### src/rtl/dma_rd_arb_pkg.sv
// dma_rd_arb_pkg: shared definitions for the DMA read-side arbiter.
//   state_t            - arbiter FSM encoding (IDLE/ISSUE/BUSY/DONE)
//   DEF_BITS_TRANS     - default transfer-count width (32-bit words)
//   DEF_AXI_WIDTH_AD   - default DMA start address width
//   DEF_AXI_WIDTH_DA   - default DMA data width
package dma_rd_arb_pkg;

  typedef enum logic [1:0] {
    ST_IDLE  = 2'd0,
    ST_ISSUE = 2'd1,
    ST_BUSY  = 2'd2,
    ST_DONE  = 2'd3
  } state_t;

  localparam int DEF_BITS_TRANS   = 18;
  localparam int DEF_AXI_WIDTH_AD = 32;
  localparam int DEF_AXI_WIDTH_DA = 32;

endpackage

### src/rtl/dma_rd_arbiter_rr_pick.sv
// rr_pick: combinational round-robin priority picker.
// Searches req starting at index ptr, moving upward and wrapping; the first
// set bit wins.
//   req  in  NUM_REQ  request vector
//   ptr  in  IDX_W    index with top priority (must be < NUM_REQ)
//   gnt  out NUM_REQ  one-hot winner (all zero when no request)
//   idx  out IDX_W    binary index of the winner
//   any  out 1        at least one request is set
module rr_pick #(
  parameter int NUM_REQ = 2,
  parameter int IDX_W   = (NUM_REQ > 1) ? $clog2(NUM_REQ) : 1
) (
  input  logic [NUM_REQ-1:0] req,
  input  logic [IDX_W-1:0]   ptr,
  output logic [NUM_REQ-1:0] gnt,
  output logic [IDX_W-1:0]   idx,
  output logic               any
);

  logic [NUM_REQ-1:0] req_rot;
  logic [NUM_REQ-1:0] gnt_rot;
  logic [IDX_W:0]     off;
  logic [IDX_W:0]     sum;
  logic               found;

  // Rotate so that bit 0 of req_rot is req[ptr]; a fixed-priority search from
  // bit 0 then implements the round-robin order.
  assign req_rot = NUM_REQ'({req, req} >> ptr);

  always_comb begin
    gnt_rot = '0;
    off     = '0;
    found   = 1'b0;
    for (int i = 0; i < NUM_REQ; i++) begin
      if (!found && req_rot[i]) begin
        found      = 1'b1;
        gnt_rot[i] = 1'b1;
        off        = (IDX_W+1)'(i);
      end
    end
  end

  // Rotate the one-hot result back into requester numbering.
  assign gnt = NUM_REQ'(({gnt_rot, gnt_rot} << ptr) >> NUM_REQ);
  assign sum = {1'b0, ptr} + off;
  assign idx = (sum >= (IDX_W+1)'(NUM_REQ)) ? IDX_W'(sum - (IDX_W+1)'(NUM_REQ))
                                            : IDX_W'(sum);
  assign any = found;

endmodule

### src/rtl/dma_rd_arbiter.sv
// dma_rd_arbiter: shares one axi_dma_rd read engine among NUM_REQ requesters.
// A round-robin winner is picked in IDLE, its descriptor is latched onto the
// DMA functional ports, a one-cycle start_dma is issued, and the DMA data
// valid / done are steered back to the granted requester only.
// Ports:
//   clk, rstn            clock, asynchronous active-low reset
//   req_i                per-requester request level
//   req_num_trans_i      flattened transfer counts, slice k = requester k
//   req_start_addr_i     flattened start addresses, slice k = requester k
//   gnt_o                one-hot grant held for the whole transaction
//   done_o               one-cycle completion pulse to the granted requester
//   data_o, data_cnt_o   broadcast pass-through of DMA data / beat count
//   data_vld_o           DMA data valid qualified by grant, only in BUSY
//   busy_o               high whenever the arbiter is not IDLE
//   dma_din, dma_din_vld, dma_data_cnt, dma_done   from axi_dma_rd
//   start_dma, dma_num_trans, dma_start_addr      to axi_dma_rd
// Optional feature macro DMA_RD_ARB_WDOG_EN: adds parameter TIMEOUT_CYC and
// output err_o; a BUSY phase lasting TIMEOUT_CYC cycles without dma_done is
// abandoned with a one-cycle err_o pulse and no done_o.
module dma_rd_arbiter
  import dma_rd_arb_pkg::*;
#(
  parameter int NUM_REQ      = 2,
  parameter int BITS_TRANS   = DEF_BITS_TRANS,
  parameter int AXI_WIDTH_AD = DEF_AXI_WIDTH_AD,
  parameter int AXI_WIDTH_DA = DEF_AXI_WIDTH_DA
`ifdef DMA_RD_ARB_WDOG_EN
  ,
  parameter int TIMEOUT_CYC  = 65535
`endif
) (
  input  logic                            clk,
  input  logic                            rstn,
  input  logic [NUM_REQ-1:0]              req_i,
  input  logic [NUM_REQ*BITS_TRANS-1:0]   req_num_trans_i,
  input  logic [NUM_REQ*AXI_WIDTH_AD-1:0] req_start_addr_i,
  output logic [NUM_REQ-1:0]              gnt_o,
  output logic [NUM_REQ-1:0]              done_o,
  output logic [AXI_WIDTH_DA-1:0]         data_o,
  output logic [NUM_REQ-1:0]              data_vld_o,
  output logic [BITS_TRANS-1:0]           data_cnt_o,
  output logic                            busy_o,
  input  logic [AXI_WIDTH_DA-1:0]         dma_din,
  input  logic                            dma_din_vld,
  input  logic [BITS_TRANS-1:0]           dma_data_cnt,
  input  logic                            dma_done,
  output logic                            start_dma,
  output logic [BITS_TRANS-1:0]           dma_num_trans,
  output logic [AXI_WIDTH_AD-1:0]         dma_start_addr
`ifdef DMA_RD_ARB_WDOG_EN
  ,
  output logic                            err_o
`endif
);

  localparam int IDX_W = (NUM_REQ > 1) ? $clog2(NUM_REQ) : 1;

  state_t                    state, state_nx;
  logic [NUM_REQ-1:0]        gnt_nx;
  logic [IDX_W-1:0]          win_idx, win_idx_nx;
  logic [IDX_W-1:0]          ptr, ptr_nx;
  logic [BITS_TRANS-1:0]     num_trans_nx;
  logic [AXI_WIDTH_AD-1:0]   start_addr_nx;

  logic [NUM_REQ-1:0]        pick_gnt;
  logic [IDX_W-1:0]          pick_idx;
  logic                      pick_any;
  logic [BITS_TRANS-1:0]     sel_num_trans;
  logic [AXI_WIDTH_AD-1:0]   sel_start_addr;

  // Pointer holds the index with top priority, i.e. last winner + 1.
  function automatic logic [IDX_W-1:0] next_idx(input logic [IDX_W-1:0] i);
    return (i == IDX_W'(NUM_REQ - 1)) ? '0 : i + 1'b1;
  endfunction

  rr_pick #(
    .NUM_REQ (NUM_REQ),
    .IDX_W   (IDX_W)
  ) u_rr_pick (
    .req (req_i),
    .ptr (ptr),
    .gnt (pick_gnt),
    .idx (pick_idx),
    .any (pick_any)
  );

  // Descriptor mux driven by the one-hot pick.
  always_comb begin
    sel_num_trans  = '0;
    sel_start_addr = '0;
    for (int k = 0; k < NUM_REQ; k++) begin
      if (pick_gnt[k]) begin
        sel_num_trans  = req_num_trans_i[k*BITS_TRANS +: BITS_TRANS];
        sel_start_addr = req_start_addr_i[k*AXI_WIDTH_AD +: AXI_WIDTH_AD];
      end
    end
  end

`ifdef DMA_RD_ARB_WDOG_EN
  localparam int WD_W = (TIMEOUT_CYC > 1) ? $clog2(TIMEOUT_CYC + 1) : 1;
  logic [WD_W-1:0] wd_cnt;
  logic            wd_hit;
  logic            err_nx;

  // Counts BUSY cycles; held at zero elsewhere so it restarts on BUSY entry.
  always_ff @(posedge clk or negedge rstn) begin
    if (!rstn) begin
      wd_cnt <= '0;
    end else if (state != ST_BUSY) begin
      wd_cnt <= '0;
    end else begin
      wd_cnt <= wd_cnt + 1'b1;
    end
  end

  // Fires during the TIMEOUT_CYC-th BUSY cycle.
  assign wd_hit = (state == ST_BUSY) && (wd_cnt == WD_W'(TIMEOUT_CYC - 1));
  assign err_o  = err_nx;
`endif

  always_ff @(posedge clk or negedge rstn) begin
    if (!rstn) begin
      state          <= ST_IDLE;
      gnt_o          <= '0;
      win_idx        <= '0;
      ptr            <= '0;
      dma_num_trans  <= '0;
      dma_start_addr <= '0;
    end else begin
      state          <= state_nx;
      gnt_o          <= gnt_nx;
      win_idx        <= win_idx_nx;
      ptr            <= ptr_nx;
      dma_num_trans  <= num_trans_nx;
      dma_start_addr <= start_addr_nx;
    end
  end

  always_comb begin
    state_nx      = state;
    gnt_nx        = gnt_o;
    win_idx_nx    = win_idx;
    ptr_nx        = ptr;
    num_trans_nx  = dma_num_trans;
    start_addr_nx = dma_start_addr;
`ifdef DMA_RD_ARB_WDOG_EN
    err_nx        = 1'b0;
`endif
    case (state)
      ST_IDLE: begin
        if (pick_any) begin
          gnt_nx        = pick_gnt;
          win_idx_nx    = pick_idx;
          num_trans_nx  = sel_num_trans;
          start_addr_nx = sel_start_addr;
          // Zero-length transfers never touch the DMA engine.
          state_nx      = (sel_num_trans == '0) ? ST_DONE : ST_ISSUE;
        end
      end
      ST_ISSUE: begin
        state_nx = ST_BUSY;
      end
      ST_BUSY: begin
        if (dma_done) begin
          state_nx = ST_DONE;
        end
`ifdef DMA_RD_ARB_WDOG_EN
        else if (wd_hit) begin
          err_nx   = 1'b1;
          gnt_nx   = '0;
          ptr_nx   = next_idx(win_idx);
          state_nx = ST_IDLE;
        end
`endif
      end
      ST_DONE: begin
        gnt_nx   = '0;
        ptr_nx   = next_idx(win_idx);
        state_nx = ST_IDLE;
      end
      default: begin
        state_nx = ST_IDLE;
        gnt_nx   = '0;
      end
    endcase
  end

  assign start_dma  = (state == ST_ISSUE);
  assign busy_o     = (state != ST_IDLE);
  assign done_o     = gnt_o & {NUM_REQ{state == ST_DONE}};
  // DMA beats outside BUSY are dropped.
  assign data_vld_o = gnt_o & {NUM_REQ{dma_din_vld && (state == ST_BUSY)}};
  assign data_o     = dma_din;
  assign data_cnt_o = dma_data_cnt;

endmodule

### config.mk
export PLATFORM = sky130hd
export DESIGN_NAME = dma_rd_arbiter
export DESIGN_NICKNAME = d
export VERILOG_FILES = /design/src/rtl/dma_rd_arb_pkg.sv /design/src/rtl/dma_rd_arbiter_rr_pick.sv /design/src/rtl/dma_rd_arbiter.sv
export SDC_FILE = /design/constraint.sdc
export NUM_CORES = 1
export LEC_CHECK = 0
export ABC_AREA = 1
export ABC_CLOCK_PERIOD_IN_PS = 1570
export CAP_MARGIN = 30
export CORE_ASPECT_RATIO = 1.5
export CORE_MARGIN = 5
export CORE_UTILIZATION = 34
export DETAILED_ROUTE_END_ITERATION = 8
export PLACE_DENSITY = 0.95
export SYNTH_ARGS = -nofsm -noshare
export SYNTH_HDL_FRONTEND = slang
export SYNTH_SLANG_ARGS = --single-unit
### constraint.sdc
create_clock -name clk -period 1.57 [get_ports clk]
set_input_delay 0.2355 -clock clk [delete_from_list [all_inputs] [get_ports clk]]
set_output_delay 0.2355 -clock clk [all_outputs]
set_load 0.02 [all_outputs]
==> summary.txt <==
Status
  • Result of the run: complete, no violations

Detailed routing
  • 1st-iter DRT viols: 160
  • Drt first pass iters: 5
  • Remaining DRCs: 0
  • Routed Antenna Nets: 0
  • WL final: 13020 um
  • Vias per inst: 5.145
  • Routed len/inst: 18.84 um
  • Routed vias: 3555

Worst hold path
  • HP Class: primary input to primary output
  • Hold_sp: dma_data_cnt[11]
  • Hold path endpoint: data_cnt_o[11]
  • Worst Hold Path Cells: 0

Floorplan
  • I/O Pins: 264
  • Placeable Area: 0.009634 sq mm
  • Die W: 90.69 um
  • Initial core utilization: 0.3447
  • Die area: 0.01188 sq mm
  • Die height: 131.0 um
  • FP Rows: 44

Timing
  • Final min period: 1.568 ns
  • # setup viols final: 0
  • Setup ws final: 0.001723 ns
  • Max Slew Vio Count: 0
  • Worst slew margin: 0.5745
  • Worst hold slack: 0.4710 ns
  • Final period util: 0.9989
  • Hold Fails Final Rpt: 0
  • Max Freq: 637.6 MHz
  • Slew @ Worst Pin: 0.6382 ns
  • RSZ-0062 raised after global routing: yes
  • Clk_skew: 0.004914 ns

Layout
  • Area delta synth->final: 69.78%
  • Final nets: 737
  • Share of cells above drive strength 1: 0.2361
  • Ant. Diodes: 0
  • Post-layout util: 0.5852
  • Design area: 0.005638 sq mm
  • Fillcell total: 821

Setup path
  • Critical R2R Launch: ptr$_DFFE_PN0P_
  • Worst Path Max Fanout: 8
  • Cells on worst reg2reg path: 10
  • Startpoint Class: register
  • RR Endpoint: state[1]$_DFFE_PN0P_
  • Setup CP Type: register to register
  • Critical Path Sink Type: register
  • Worst path slowest cell: dfrtp_2
  • WP buf/inv: 2
  • WP data required: 1.79 ns
  • CP max stage delay: 0.46 ns
  • Reg-to-reg slack, setup: 0.002 ns
  • CP Cell Sequence: inv_2 > nand2_4 > buf_12 > nand3_2 > nand2_1 > nor2_2 > nand2_1 > nor2_2 > nand3_2 > a21oi_2
  • Arrival time worst endpoint: 1.79 ns
  • Crit-path leading delay family: simple AND/OR/NAND/NOR gates

Yosys
  • Post-Syn Area per Cell: 7.888 sq um
  • Syn Std Cell Area: 0.003321 sq mm
  • YS warnings: 0
  • Post-Syn Instances: 421
  • Seq cells post-synth: 56
  • Seq/Total Area, Yosys: 0.4220
  • Syn_nets: 582
  • Cell variety after synth: 20

Placement
  • Pre-CTS setup slack: -0.3085 ns
  • Placer Congestion: 0.9309
  • IO buf count: 163
  • Dpl cell area: 0.005020 sq mm
  • Post-DP HPWL: 9463 um

Global route
  • Largest net degree at the start of global routing: 32
  • Total gr overflow: 0
  • First-pass GRT wire length: 19060 um
  • Antenna violations before repair: 0
  • Vias in the first global route: 3685
  • GRT Util Overall: 0.2031

Pwr
  • VDD IR max: 1.070 mV
  • Lkg Pwr: 2.517 nW
  • Pwr per Cell Area: 1849 mW/mm^2
  • Total Power: 10.42 mW

Flow run
  • Max Cap Violations: 0

Clocking
  • # clock sinks: 56
  • Clock latency on the worst-skew pair: 0.29 ns
  • CTS clock-pin slew for the worst setup and hold paths: 0.07 ns
  • Clock H-tree levels: 2
  • Root buf cell: clkbuf_16
  • TritonCTS clock tree: yes
  • Num CTS Buffers: 5
  • Max clock buf depth: 2
metrics by stage:
stage	TNS [ns]	cells
finish	0	691
global route	-0.7279	691
CTS	0	688
detailed placement	-12.57	676
global placement	-9.338	676
floorplan	0	421
layout make-up:
type / instances / area [sq um] / share of cell area
Tap cell: 115 / 143.9 / 0.02552
Sequential cell: 56 / 1404 / 0.2490
Timing Repair Buffer: 220 / 2258 / 0.4006
Clock buffer: 6 / 128.9 / 0.02286
Clock inverter: 1 / 5.005 / 0.0008877
Multi-Input combinational cell: 272 / 1612 / 0.2858
Inverter: 21 / 86.33 / 0.01531
layout by cell type, fill, tap and decap left out, types with 4 or more instances in the layout:
master | synthesis | layout
a31oi_1 | 41 | 35
a31oi_4 | 0 | 4
buf_12 | 0 | 7
buf_4 | 59 | 43
buf_6 | 3 | 6
clkbuf_16 | 0 | 8
clkdlybuf4s50_1 | 0 | 148
dfrtp_1 | 56 | 54
dlymetal6s2s_1 | 0 | 7
inv_1 | 16 | 14
inv_2 | 4 | 6
nand2_1 | 107 | 97
nand2_2 | 2 | 10
nand2_4 | 3 | 4
nand3_1 | 32 | 16
nand3_2 | 7 | 16
nand3_4 | 0 | 7
nor2_1 | 54 | 47
nor2_2 | 0 | 7
o21ai_0 | 14 | 12
o21ai_1 | 2 | 4
cell families (layout without fill, tap and decap cells):
family,Yosys count,after routing,share of synthesized area
AO/OA/AOI/OAI,60,60,0.1078
adder cells (fa/ha/maj),5,5,0.01884
buffers and inverters,93,248,0.1831
AND/OR/NAND/NOR,207,207,0.2683
flip-flops,56,56,0.4220
metal layers:
| layer | GRT usage | share of wire | up-vias |
|---|---|---|---|
| met5 | 0 | 0 | - |
| met4 | 0.1464 | 0.071 | 0 |
| met3 | 0.04124 | 0.061 | 78 |
| met2 | 0.3650 | 0.53 | 160 |
| met1 | 0.2094 | 0.33 | 1675 |
| li1 | - | - | 1642 |
report_power, final:
part	internal, mW	leakage [nW]	switching, mW
sequential	2.21	0.651	0.483
combinational	3.20	1.80	3.45
clock	0.582	0.0667	0.507
total	5.99	2.52	4.43
repair_timing:
action                                 CTS  global route
buffers inserted                         2             0
endpoints found under the hold margin   25             0
resized for setup                       48            63
gates cloned                             2             3
setup endpoints to repair               48            63
hold buffers                             1             0
pin swaps                                2            15
how the worst max path moves through the flow:
| stage | to | cells after the start | from |
|---|---|---|---|
| final | state[1]$_DFFE_PN0P_ | 10 | ptr$_DFFE_PN0P_ |
| after detailed placement | dma_start_addr[4]$_DFFE_PN0P_ | 9 | req_i[0] |
| after global routing | state[1]$_DFFE_PN0P_ | 10 | ptr$_DFFE_PN0P_ |
| after floorplan | state[0]$_DFFE_PN0P_ | 8 | state[0]$_DFFE_PN0P_ |
| after CTS | dma_num_trans[16] | 1 | dma_num_trans[16]$_DFFE_PN0P_ |
| after global placement | state[1]$_DFFE_PN0P_ | 11 | req_i[0] |
flip-flops by register name, indices dropped and copies added (netlist names):
| signal | cells |
|---|---|
| ptr | 1 |
| win_idx | 1 |
| gnt_o | 2 |
| state | 2 |
| dma_start_addr | 32 |
| dma_num_trans | 18 |
worst reg2reg max path, stage by stage, from the launching register on:
cell and delay (ns):
dfrtp_2 0.46, inv_2 0.09, nand2_4 0.09, buf_12 0.17, nand3_2 0.07, nand2_1 0.07
nor2_2 0.13, nand2_1 0.08, nor2_2 0.12, nand3_2 0.09, a21oi_2 0.13
synth_stat cells:
cell type,number,area [sq um]
o21ai_1,2,10.01
nand2_2,2,12.51
nor3_1,2,10.01
inv_2,4,15.01
nand2_4,3,33.78
a31oi_1,41,256.5
nand2_1,107,401.6
o21ai_0,14,70.07
buf_6,3,33.78
inv_4,1,6.260
o22ai_1,2,12.51
nand3_2,7,70.07
a21oi_2,1,8.760
dfrtp_1,56,1401
nor2_1,54,202.7
nand3_1,32,160.2
ha_1,5,62.56
buf_2,10,50.05
buf_4,59,442.9
inv_1,16,60.06
Power figures use the tool's default switching activity.
